--- src/rtl/mdu_iter.sv ---
// Iterative multiply/divide unit owning the HI/LO registers; one result bit per cycle.
// Optional MDU_DIV0_FLAG_EN adds a div0 output and short-circuits divide-by-zero.
module mdu_iter #(
    parameter int WIDTH = 32
) (
    input  logic             clk,
    input  logic             rst,
    input  logic             start,
    input  logic             op_div,
    input  logic             sign,
    input  logic [WIDTH-1:0] a,
    input  logic [WIDTH-1:0] b,
    input  logic             hi_we,
    input  logic             lo_we,
    input  logic [WIDTH-1:0] wdata,
    output logic             busy,
    output logic             done,
    output logic [WIDTH-1:0] hi,
    output logic [WIDTH-1:0] lo
`ifdef MDU_DIV0_FLAG_EN
    ,
    output logic             div0
`endif
);

    // state | meaning
    // IDLE  | waiting for start; operands latched on start
    // CALC  | one shift-add / restoring-divide step per cycle, WIDTH cycles
    // FIX   | sign correction, HI/LO written on exit
    typedef enum logic [1:0] {
        IDLE = 2'd0,
        CALC = 2'd1,
        FIX  = 2'd2
    } state_t;

    localparam int                 CW       = $clog2(WIDTH);
    localparam logic [CW-1:0]      CNT_LAST = CW'(WIDTH - 1);
    localparam logic [WIDTH-1:0]   ONE      = {{(WIDTH-1){1'b0}}, 1'b1};
    localparam logic [2*WIDTH-1:0] ONE2     = {{(2*WIDTH-1){1'b0}}, 1'b1};

    state_t               state;
    state_t               state_next;
    logic [CW-1:0]        counter;
    logic                 op_r;
    logic                 q_neg;
    logic                 r_neg;
    logic [WIDTH-1:0]     ma;
    logic [WIDTH-1:0]     mb;
    logic [2*WIDTH-1:0]   acc;
    logic [2*WIDTH-1:0]   acc_next;

    logic                 a_neg;
    logic                 b_neg;
    logic [WIDTH-1:0]     a_mag;
    logic [WIDTH-1:0]     b_mag;
    logic                 div0_hit;

    logic [WIDTH:0]       sum;
    logic [WIDTH:0]       rem_shift;
    logic [WIDTH+1:0]     diff;
    logic                 unused_diff_bit;

    logic [2*WIDTH-1:0]   prod_fix;
    logic [WIDTH-1:0]     quo_fix;
    logic [WIDTH-1:0]     rem_fix;
    logic [WIDTH-1:0]     fix_hi;
    logic [WIDTH-1:0]     fix_lo;

    assign a_neg = sign & a[WIDTH-1];
    assign b_neg = sign & b[WIDTH-1];
    assign a_mag = a_neg ? (~a + ONE) : a;
    assign b_mag = b_neg ? (~b + ONE) : b;

`ifdef MDU_DIV0_FLAG_EN
    assign div0_hit = start & op_div & (b == '0);
`else
    assign div0_hit = 1'b0;
`endif

    always_ff @(posedge clk) begin
        if (rst) begin
            state <= IDLE;
        end else begin
            state <= state_next;
        end
    end

    always_comb begin
        state_next = state;
        unique case (state)
            IDLE:    if (start && !div0_hit) state_next = CALC;
            CALC:    if (counter == '0) state_next = FIX;
            FIX:     state_next = IDLE;
            default: state_next = IDLE;
        endcase
    end

    always_comb begin
        busy = (state == CALC) || (state == FIX);
    end

    // Divide keeps the remainder in acc[2W-1:W] and the shifting quotient in acc[W-1:0].
    always_comb begin
        sum       = acc[0] ? ({1'b0, acc[2*WIDTH-1:WIDTH]} + {1'b0, ma})
                           : {1'b0, acc[2*WIDTH-1:WIDTH]};
        rem_shift = {acc[2*WIDTH-1:WIDTH], acc[WIDTH-1]};
        diff      = {1'b0, rem_shift} - {2'b00, mb};
        if (op_r) begin
            acc_next = diff[WIDTH+1] ? {rem_shift[WIDTH-1:0], acc[WIDTH-2:0], 1'b0}
                                     : {diff[WIDTH-1:0], acc[WIDTH-2:0], 1'b1};
        end else begin
            acc_next = {sum, acc[WIDTH-1:1]};
        end
    end

    // A successful subtract always leaves a remainder below the divisor, so bit WIDTH is zero.
    assign unused_diff_bit = diff[WIDTH];

    always_comb begin
        prod_fix = q_neg ? (~acc + ONE2) : acc;
        quo_fix  = q_neg ? (~acc[WIDTH-1:0] + ONE) : acc[WIDTH-1:0];
        rem_fix  = r_neg ? (~acc[2*WIDTH-1:WIDTH] + ONE) : acc[2*WIDTH-1:WIDTH];
        fix_hi   = op_r ? rem_fix : prod_fix[2*WIDTH-1:WIDTH];
        fix_lo   = op_r ? quo_fix : prod_fix[WIDTH-1:0];
    end

    always_ff @(posedge clk) begin
        if (rst) begin
            counter <= '0;
            op_r    <= 1'b0;
            q_neg   <= 1'b0;
            r_neg   <= 1'b0;
            ma      <= '0;
            mb      <= '0;
            acc     <= '0;
            done    <= 1'b0;
        end else begin
            done <= 1'b0;
            unique case (state)
                IDLE: begin
                    if (start) begin
                        op_r    <= op_div;
                        q_neg   <= a_neg ^ b_neg;
                        r_neg   <= a_neg;
                        ma      <= a_mag;
                        mb      <= b_mag;
                        counter <= CNT_LAST;
                        acc     <= op_div ? {{WIDTH{1'b0}}, a_mag} : {{WIDTH{1'b0}}, b_mag};
                        if (div0_hit) done <= 1'b1;
                    end
                end
                CALC: begin
                    acc <= acc_next;
                    if (counter != '0) counter <= counter - CW'(1);
                end
                FIX: begin
                    done <= 1'b1;
                end
                default: ;
            endcase
        end
    end

`ifdef MDU_DIV0_FLAG_EN
    // Divide-by-zero never leaves IDLE: flag and done pulse on the start edge, HI/LO untouched.
    always_ff @(posedge clk) begin
        if (rst) begin
            div0 <= 1'b0;
        end else begin
            div0 <= (state == IDLE) && div0_hit;
        end
    end
`endif

    always_ff @(posedge clk) begin
        if (rst) begin
            hi <= '0;
            lo <= '0;
        end else if (state == FIX) begin
            hi <= fix_hi;
            lo <= fix_lo;
        end else begin
            if (hi_we) hi <= wdata;
            if (lo_we) lo <= wdata;
        end
    end

endmodule
--- config.mk ---
export PLATFORM = sky130hd
export DESIGN_NAME = mdu_iter
export DESIGN_NICKNAME = d
export VERILOG_FILES = /design/src/rtl/mdu_iter.sv
export SDC_FILE = /design/constraint.sdc
export NUM_CORES = 1
export LEC_CHECK = 0
export CORE_AREA = 4 4 136 236
export DETAILED_ROUTE_END_ITERATION = 12
export DIE_AREA = 0 0 140 240
export GPL_ROUTABILITY_DRIVEN = 0
export PLACE_DENSITY_LB_ADDON = 0.12
export REMOVE_ABC_BUFFERS = 1
export SLEW_MARGIN = 5
export SYNTH_ARGS = -nofsm -noshare
export SYNTH_HDL_FRONTEND = slang
export SYNTH_SLANG_ARGS = --single-unit
export TNS_END_PERCENT = 5
--- constraint.sdc ---
create_clock -name clk -period 2.5 [get_ports clk]
set_input_delay 0.375 -clock clk [delete_from_list [all_inputs] [get_ports clk]]
set_output_delay 0.375 -clock clk [all_outputs]
set_load 0.01 [all_outputs]
* Word-level counts from Yosys, hierarchy flattened *
Index checks and enable logic that the tools add are counted.

word-level totals
  output and inout port bits = 66
  input bits = 103
  flip-flop bits (word level) = 203
  logic and storage cells = 67

operators by class
  bitwise operators = 8
  equality and inequality tests = 5
  $add $sub $neg = 8
  reductions and logical operators = 11
  multiplexer cells = 24

operators with widths
  operator               count
  $mux 32                11
  $mux 64                4
  $add 32x1->32 const B  4
  $not 32->32            4
  $pmux 64 s2            1
  $add 64x1->64 const B  1
  $not 64->64            1
  $sub 33x32->34         1
  $add 32x32->33         1
  $mux 33                1
  $mux 5                 2
  $pmux 5 s2             1
  $reduce_and 2->1       3
  $reduce_bool 2->1      3
  $logic_not 5->1        1
  $reduce_bool 5->1      1
  $sub 5x1->5 const B    1
  $mux 2                 2
  $ne 2x2->1 const B     2
  $pmux 2 s2             1
  $reduce_and 3->1       1
  $and 1x1->1            2
  $eq 2x1->1 const B     1
  $eq 2x2->1 const B     1
  5 further kinds        5

* Longest topological paths before layout *
Gate-level depths: netlist of run 1.

  depth in word-level cells = 6
  mapped depth = 14
  mapped depth without buffers = 14

* Worst setup path after synthesis of run 1 *
No wires, ideal clock.

  kind = reg2reg
  start = register acc[31]
  end = register acc[60]
  clock period less this slack = 2.766 ns
  path buffers = 0
  arrival = 2.681 ns
  data required time = 2.414 ns
  path slack = -0.266 ns
  stages on the path, launching flop included = 15
  cell sequence = dfxtp_1 -> inv_1 -> ha_1 -> inv_1 -> fa_1 -> a21oi_1 -> nor2_1 -> o21ai_0 -> a21oi_1 -> a21oi_1 -> o31a_1 -> nor3b_1 -> o22ai_1 -> a31o_2 -> a211oi_1

on the way
  cells in the longest elaborated chain, start to end = 4

ends and longest elaborated chain
  what                    line  text
  from (decl)             49    logic [2*WIDTH-1:0] acc;
  from (signal assigned)  148   acc <= op_div ? {{WIDTH{1'b0}}, a_mag} : {{WIDTH{1'b0}}, b_mag};
  from (signal assigned)  153   acc <= acc_next;
  $sub 33x32->34          107   diff = {1'b0, rem_shift} - {2'b00, mb};
  $mux 64                 109   acc_next = diff[WIDTH+1] ? {rem_shift[WIDTH-1:0], acc[WIDTH-2:0], 1'b0}
  $mux 64                 108   if (op_r) begin
  $pmux 64 s2             139   unique case (state)

Every way passes these cells.
A chain may end at the register's enable or synchronous reset.

* Worst setup path in the final report of run 1 *
  start = register acc[2]
  end = register hi[2]

on the way
  cells in the longest elaborated chain, start to end = 5

ends and longest elaborated chain
  what                  line  text
  $not 64->64           120   prod_fix = q_neg ? (~acc + ONE2) : acc;
  $add 64x1->64         120
  $mux 64               120
  $mux 32               123   fix_hi = op_r ? rem_fix : prod_fix[2*WIDTH-1:WIDTH];
  $mux 32               179   end else if (state == FIX) begin
  to (signal assigned)  180   hi <= fix_hi;
  to (signal assigned)  183   if (hi_we) hi <= wdata;
  to (decl)             18    output logic [WIDTH-1:0] hi,

Every way passes these cells.

==> results of run 1 <==
-- power breakdown --
part           switching, uW  internal (uW)
sequential               284           3660
clock                   1400           1770
combinational           3780           3230
total                   5460           8650
-- worst max-delay path by stage --
stage                   from  endpoint  slack (ns)  depth (start not counted)
global route          acc[2]     hi[2]       -0.65                         14
finish                acc[2]     hi[2]       -0.57                         14
detailed placement      a[9]   acc[31]       -1.17                         14
floorplan           state[1]   acc[53]       -2.14                          8
global placement        a[9]   acc[31]       -1.14                         14
CTS                  acc[40]    hi[28]       -0.42                         10
-- placed cells by master, fill, tap and decap left out, types with 13 or more instances in the layout --
cell type and n:
sky130_fd_sc_hd__nor2_1 195, sky130_fd_sc_hd__nor2b_1 67, sky130_fd_sc_hd__o21ai_0 65, sky130_fd_sc_hd__buf_4 473, sky130_fd_sc_hd__o21ai_1 37, sky130_fd_sc_hd__ha_4 13
sky130_fd_sc_hd__buf_12 14, sky130_fd_sc_hd__a211oi_1 200, sky130_fd_sc_hd__or3_1 15, sky130_fd_sc_hd__a31oi_1 21, sky130_fd_sc_hd__clkdlybuf4s50_1 149, sky130_fd_sc_hd__nand2_1 160
sky130_fd_sc_hd__mux2i_1 37, sky130_fd_sc_hd__inv_1 55, sky130_fd_sc_hd__dfxtp_1 181, sky130_fd_sc_hd__dfxtp_2 19, sky130_fd_sc_hd__a21oi_1 116, sky130_fd_sc_hd__o31ai_1 20
sky130_fd_sc_hd__mux2_2 19, sky130_fd_sc_hd__o211ai_1 25, sky130_fd_sc_hd__ha_1 59, sky130_fd_sc_hd__a22o_1 17, sky130_fd_sc_hd__xnor2_1 78, sky130_fd_sc_hd__nand3_1 21
sky130_fd_sc_hd__clkbuf_16 22, sky130_fd_sc_hd__a21o_1 27, sky130_fd_sc_hd__xor2_1 93, sky130_fd_sc_hd__buf_6 19, sky130_fd_sc_hd__nor3_1 45, sky130_fd_sc_hd__a21oi_2 20
-- synth_stat cells, drive strengths merged (66+ instances only) --
master and number:
clkbuf 140, nor2 204, ha 73, nor2b 68
xor2 95, a211oi 209, o21ai 112, xnor2 79
dfxtp 203, a21oi 138, inv 66, nand2 171
-- registers in the layout, summed over array words and instances, names as in the netlist --
signal	count
acc	64
hi	32
lo	32
ma	32
mb	32
counter	5
state	2
done	1
op_r	1
q_neg	1
r_neg	1
-- metrics by stage --
stage	cell area, um^2	cells
after global routing	23000	2999
after detailed placement	21000	2934
final	23000	2999
after CTS	22600	2994
after floorplan	15100	1904
after global placement	21000	2934
-- cell families (layout without fill, tap and decap cells) --
kind of cell    Yosys count  in the layout  synth area share [%]
mux                      56             56                  3.71
xor+xnor                174            174                  9.68
fa+ha+maj                75             75                  6.06
buf+inv                 227            775                  5.58
simple gates            648            648                  20.2
flops                   203            203                  25.8
compound gates          681            681                  29.0
-- timing repair --
| item | CTS | global route |
|---|---|---|
| resized for setup | 210 | 72 |
| pin swaps | 85 | 40 |
| buffers inserted | 26 | 5 |
| endpoints found under the setup margin | 93 | 83 |
-- routing by layer --
| layer | vias up | global-route usage, % | part of all wire [%] |
|---|---|---|---|
| met1 | 8515 | 37.8 | 36 |
| met4 | 0 | 25.8 | 8.4 |
| li1 | 8625 | - | - |
| met3 | 275 | 4.68 | 6.8 |
| met5 | - | 0 | 0 |
| met2 | 844 | 61.1 | 49 |
-- final cells by class --
type	count	share of cell area (%)
sequential	203	17.8
clock buffer	25	2.53
clock inverter	10	0.387
timing repair buffer	673	24.7
inverter	67	1.09
tap	387	2.11
multi-input combinational	1634	51.3
-- tightest hold or removal path, delay by kind of cell --
family | cells | cell delay (ns)
AOI/OAI and AO/OA | 1 | 0.09
buffers and inverters | 1 | 0.19
and+or+nand+nor | 1 | 0.09
==> results.md, run 1 <==
- The data required time of the critical path is 2.91 ns.
- The largest stage delay on the critical path is 0.39 ns.
- Entering global routing, the biggest net connects 94 pins.
- The checks that failed: negative setup slack.
- After layout, the design draws a total of 14,100 uW.
- The worst-case clock skew is 0.0123 ns.
- The mapped netlist covers 15,700 um^2.
- The top-level I/O count is 169.
- The biggest area contributor in the post-synthesis netlist is sky130_fd_sc_hd__dfxtp_1.
- The number of antenna repair diodes is 0.
- The nature of the critical path startpoint is a flip-flop.
- The worst reg2reg path startpoint is acc[2].
- The clock-pin slew on the worst setup and hold paths is 0.07 ns.
- Headroom to the max-slew limit came out at 55.4%.
- The number of antenna violations at the first check in global routing is 0.
- STA puts the critical path data arrival time at 3.48 ns.
- In this run the tool buffered the top-level ports with 168 buffer cells.
- Global routing consumed, over all layers together, 34.7% of the routing resources.
- After detailed routing, the total wire length is 61,100 um.
- The number of nets in the finished design is 2,777.
- The floorplan has 84 rows.
- Together, buffers and inverters on the worst path number 4.
- For this design the static power due to leakage is 0.00947 uW.
- The maximum count of clock buffers along a single path is 3.
- The remaining antenna violation count is 0.
- The area growth from synthesis to layout is 46.0%.
- Buffers inserted during clock tree synthesis total 20.
- The share of synthesized area occupied by flip-flops and latches is 25.8%.
- The share of Yosys cell area claimed by the top area cell type is 25.8%.
- The number of enable flip-flop cells after synthesis is 0.
- Hold is met by 0.273 ns.
- The final critical-path share of the clock period is 123%.
- The clock network latency to the later pin of the worst-skew pair is 0.52 ns.
- The HPWL after detailed placement is 45,600 um.
- The number of unique standard cell types used by synthesis is 81.
- The number of optimization iterations in the first detailed-route pass is 5.
- The final-report max-slew violation count is 0.
- Setup repair after global routing could not meet its margin everywhere.
- The kind of end point of the critical path is a flip-flop.
- The cell with the largest stage delay on the worst path is sky130_fd_sc_hd__nor4_4.
- The initial cell density of the core is 52.4%.
- The total of flip-flops plus latches after synthesis is 203.
- The number of cells traversed by the worst register-to-register path is 14.
- The setup slack at placement is -1.17 ns.
- Setup violations remaining at the end of the flow were counted as 67.
- The signal on the critical path passes through nor4_4 -> buf_4 -> nor4bb_4 -> buf_4 -> and2_4 -> nand4b_1 -> buf_6 -> nor2_1 -> a21oi_1 -> nor2_2 -> buf_4 -> xnor2_1 -> a21oi_1 -> nor2_1.
- The minimum setup slack among reg-to-reg paths is -0.57 ns.
- The path with the worst hold slack has its endpoint at op_r.
- The area used by multi-input combinational logic is 11,800 um^2.
- The horizontal die dimension is 140 um.
- The critical path start-end classification is reg2reg.
- The maximum achievable frequency is 326 MHz.
- The worst hold path was traced through 3 stages.
- The global-route congestion overflow total is 0.
- The gate count after technology mapping is 2,064.
- The critical path's most frequent cell is sky130_fd_sc_hd__buf_4.
- Cells fill 76.5% of the core in the end.
- In this run the power density over the cells is 614 nW/um^2.
- The path class of the lowest-slack min-delay path is in2reg.
- Across the run, the number of max-cap violations was 0.
- In the final layout, flip-flops and latches occupy 4100 um^2.
- Of all nets on the critical path, the largest fanout is 3.
- The root buffer cell is sky130_fd_sc_hd__clkbuf_16.
- The count of vias placed by the detailed router is 18,259.
- The first global-routing pass estimated 94,500 um of wire.
- The fraction of final layout cells with drive strength greater than 1 is 29.9%.
- The total number of yosys warnings is 0.
- In this run the most critical hold path is launched from op_div.
- The flow ran to the end, but the final reports show violations.
- A synthesized cell averages 7.63 um^2.
- The vias per cell is 6.09.
- On the critical path the largest part of the delay comes from simple AND/OR/NAND/NOR gates.
- The count of hold buffers inserted by post-cts repair is 0.
- The floorplan die height is 240 um.
- The endpoint of the most critical register-to-register path is hi[2].
- The fill cell instance count of the final layout is 2,227.
- The worst vdd rail ir drop is 0.486 mV.
- In the post-synthesis netlist, the biggest area contributors are sky130_fd_sc_hd__dfxtp_1, sky130_fd_sc_hd__a211oi_1, sky130_fd_sc_hd__ha_1, sky130_fd_sc_hd__xor2_1, sky130_fd_sc_hd__nor2_1.
- The via count of the first global-routing pass is 18,290.
- After the first detailed-routing iteration, the DRC count stood at 1,257.
- After detailed routing, the number of remaining DRC violations is 0.
- The area of the core region is 30,100 um^2.
- After routing, the total negative slack on setup checks comes to -15.48 ns.
- In this run the number of H-tree levels came out at 1.
- After detailed routing, the average wire length per cell comes to 20.4 um.
- The tree built by TritonCTS fans out to 203 sinks.
- The post-layout minimum cycle time is 3.07 ns.
- The clock tree from TritonCTS is yes.
- For the pin with the worst max-slew slack, the measured transition is 0.660 ns.
- The floorplan step defined a die boundary enclosing 33,600 um^2.
- The number of endpoints with negative hold slack in the final report came to 0.
- The primary flip-flop cell chosen by synthesis mapping is sky130_fd_sc_hd__dfxtp_1.
- Counting flops with an async set or reset pin after synthesis yields a share of 0%.
- Across all setup checks in the final design, the least slack found is -0.572 ns.
(Power assumes the default switching activity.)
==> run 2: changes to the inputs <==
- REMOVE_ABC_BUFFERS: 1 -> default
==> run 2 against run 1 <==
- the flow still finishes with violations (negative setup slack)
- routed wire length increased by 6.8%
- hold slack lost 0.15 ns
- combinational power down 2%
- flip-flop and latch count unchanged
- critical path depth up 1
- maximum frequency grew 5.9%
- global-route usage is 2.4 points higher
- critical endpoint is now acc[60]
==> results.md, run 2 (synthesis gave the netlist of run 1 again) <==
- Run status: finished with violations (unchanged).
- Violated checks: negative setup slack (unchanged).
- The area of the core region is 30,100 um^2 (unchanged).
- The top-level I/O count is 169 (unchanged).
- The transition at the pin with the smallest max-transition slack is 0.892 ns (was 0.660 ns).
- The post-layout minimum cycle time was 2.90 ns (was 3.07 ns).
- The critical path start-end classification was reg2reg (unchanged).
- The number of nets in the finished design came to 2,750 (was 2,777).
- The global-route congestion overflow total is 0 (unchanged).
- The root buffer cell is sky130_fd_sc_hd__clkbuf_16 (unchanged).
- The clock sink count is 203 (unchanged).
- Commonest cells after routing, fill and taps aside: sky130_fd_sc_hd__buf_4, sky130_fd_sc_hd__a211oi_1, sky130_fd_sc_hd__nor2_1 (unchanged).
- The number of antenna repair diodes is 0 (unchanged).
- The final-report max-slew violation count is 0 (unchanged).
- The share of the core filled with cells was 75.5% (was 76.5%).
- The vias per cell was 6.15 (was 6.09).
- The total die area is 33,600 um^2 (unchanged).
- The leading cell type in the layout, fill and taps excluded is sky130_fd_sc_hd__buf_4 (unchanged).
- The initial cell density of the core came to 52.4% (unchanged).
- The overall track demand over capacity in global routing came to 37.1% (was 34.7%).
- The setup slack at placement is -0.808 ns (was -1.17 ns).
- The number of endpoints failing setup at the final stage is 62 (was 67).
- The count of hold buffers inserted by post-cts repair came to 0 (unchanged).
- The power per standard cell area came to 624 nW/um^2 (was 614 nW/um^2).
- The remaining antenna violation count is 0 (unchanged).
- The number of standard-cell rows in the floorplan came to 84 (unchanged).
- The number of nets in the synthesized netlist is 2,242.
- The maximum count of clock buffers along a single path is 3 (unchanged).
- The clock tree from TritonCTS is yes (unchanged).
- The number of antenna violations at the first check in global routing is 0 (unchanged).
- The flip-flop count of the largest register after layout is 64 (unchanged).
- The wire length of the first global-routing pass is 98,600 um (was 94,500 um).
- The sum of net half-perimeters after detailed placement is 48,900 um (was 45,600 um).
- The residual DRC count is 0 (unchanged).
- The horizontal die dimension is 140 um (unchanged).
- The total CTS buffers is 21 (was 20).
- The worst vdd rail ir drop is 0.630 mV (was 0.486 mV).
- The setup slack after layout came to -0.400 ns (was -0.572 ns).
- Setup repair after global routing missed its margin: yes (unchanged).
- The fraction of final layout cells with drive strength greater than 1 came to 29.0% (was 29.9%).
- The static leakage came to 0.00927 uW (was 0.00947 uW).
- The clock-pin slew on the worst setup and hold paths is 0.07 ns (about the same).
- The maximum achievable frequency came to 345 MHz (was 326 MHz).
- The DRC violation total after the first TritonRoute iteration is 1,436 (was 1,257).
- The worst-case clock skew is 0.0137 ns (was 0.0123 ns).
- The number of endpoints with negative hold slack in the final report is 0 (unchanged).
- The path class of the lowest-slack min-delay path is in2reg (unchanged).
- The largest register by flop count is acc (unchanged).
- The data required time of the critical path came to 2.96 ns (was 2.91 ns).
- The max-capacitance violation count was 0 (unchanged).
- The clock network latency to the later pin of the worst-skew pair is 0.53 ns (was 0.52 ns).
- The nature of the critical path startpoint is a flip-flop (unchanged).
- The number of optimization iterations in the first detailed-route pass is 5 (unchanged).
- The via count of the first global-routing pass came to 17,972 (was 18,290).
- The final wirelength is 65,200 um (was 61,100 um).
- The maximum number of pins on one net before global-route repair is 137 (was 94).
- The floorplan die height is 240 um (unchanged).
- The layout-stage area growth over the synthesis result was 44.2% (was 46.0%).
- The kind of end point of the critical path is a flip-flop (unchanged).
- The final critical-path share of the clock period is 116% (was 123%).
- The mean routed wirelength per cell is 22.0 um (was 20.4 um).
- The peak fanout along the critical path is 3 (unchanged).
- The count of buffers inserted at the top-level ports was 168 (unchanged).
- The maximum level of the CTS H-tree is 1 (unchanged).
- The worst slew margin relative to its limit is 40.5% (was 55.4%).
- The worst endpoint data arrival time is 3.36 ns (was 3.48 ns).
- The count of vias placed by the detailed router is 18,291 (was 18,259).
[run 2: cell types whose count changed in the layout (fill, tap and decap cells not counted), moves of 4 or more]
cell                              delta
sky130_fd_sc_hd__buf_12              -5
sky130_fd_sc_hd__o31ai_1             -4
sky130_fd_sc_hd__dlygate4sd2_1      -12
sky130_fd_sc_hd__clkdlybuf4s50_1    +15
sky130_fd_sc_hd__buf_6              -10
sky130_fd_sc_hd__a21oi_2             -4
sky130_fd_sc_hd__buf_4              -14
sky130_fd_sc_hd__nand2_1             +4
sky130_fd_sc_hd__and3_1              +4
sky130_fd_sc_hd__nor2_2              +5
[run 2: where the power goes]
part           internal [uW]  switching (uW)  leakage, uW
clock network           1820            1440     0.000334
logic                   3150            3710      0.00725
registers               3660             385      0.00168
total                   8630            5540      0.00927
[run 2: area by class of cell]
cell class	instances	area, um^2
multi-input cells	1634	11800
fillers	2298	7360
repair buffers	645	5400
flip-flops and latches	203	4110
clock buffers	25	561
well taps	387	484
inverters	67	254
clock inverters	11	124
[run 2: metal layers]
metal	routed length [um]	vias up	part of all wire, %	track usage, %
li1	-	8540	-	-
met1	22500	8622	35	38.6
met2	31300	832	48	64.0
met3	3650	297	5.6	4.32
met4	7770	0	12	35.7
met5	0	-	0	0
[run 2: path summary, 6_finish.rpt]
check / slack, ns / depth (start not counted) / startpoint / to
max: -0.40 / 15 / acc[31] / acc[60]
min: 0.12 / 2 / rst / acc[60]
max reg2reg: -0.40 / 15 / acc[31] / acc[60]
min reg2reg: 0.47 / 2 / mb[0] / mb[0]
[run 2: repair_timing]
item,4_1_cts,5_1_grt
setup buffers,5,10
gates cloned,0,0
endpoints found under the setup margin,95,100
gates resized for setup,131,100
pin swaps,59,44
[run 2: stage by stage]
step                setup TNS (ns)  cell area, um^2  instances  power, uW  hold WS (ns)
floorplan                    -6.19            15800       2064       7410         0.441
global placement            -46.03            21000       2921      10100         0.458
detailed placement          -53.41            21000       2921      10300         0.459
CTS                         -10.55            22200       2962      13800        0.0995
global route                -19.70            22700       2972      14800         0.115
finish                      -11.66            22700       2972      14200         0.120
[run 2: critical path, stage by stage, from the launching register on]
cell	delay (ns)
sky130_fd_sc_hd__dfxtp_1	0.34
sky130_fd_sc_hd__inv_1	0.06
sky130_fd_sc_hd__ha_2	0.18
sky130_fd_sc_hd__inv_1	0.07
sky130_fd_sc_hd__fa_2	0.22
sky130_fd_sc_hd__a21oi_2	0.08
sky130_fd_sc_hd__nor2_2	0.20
sky130_fd_sc_hd__o21ai_2	0.11
sky130_fd_sc_hd__a21oi_4	0.24
sky130_fd_sc_hd__a21oi_4	0.11
sky130_fd_sc_hd__o31a_1	0.31
sky130_fd_sc_hd__buf_4	0.15
sky130_fd_sc_hd__a21boi_0	0.19
sky130_fd_sc_hd__o22ai_1	0.11
sky130_fd_sc_hd__a31o_2	0.26
sky130_fd_sc_hd__a211oi_2	0.21
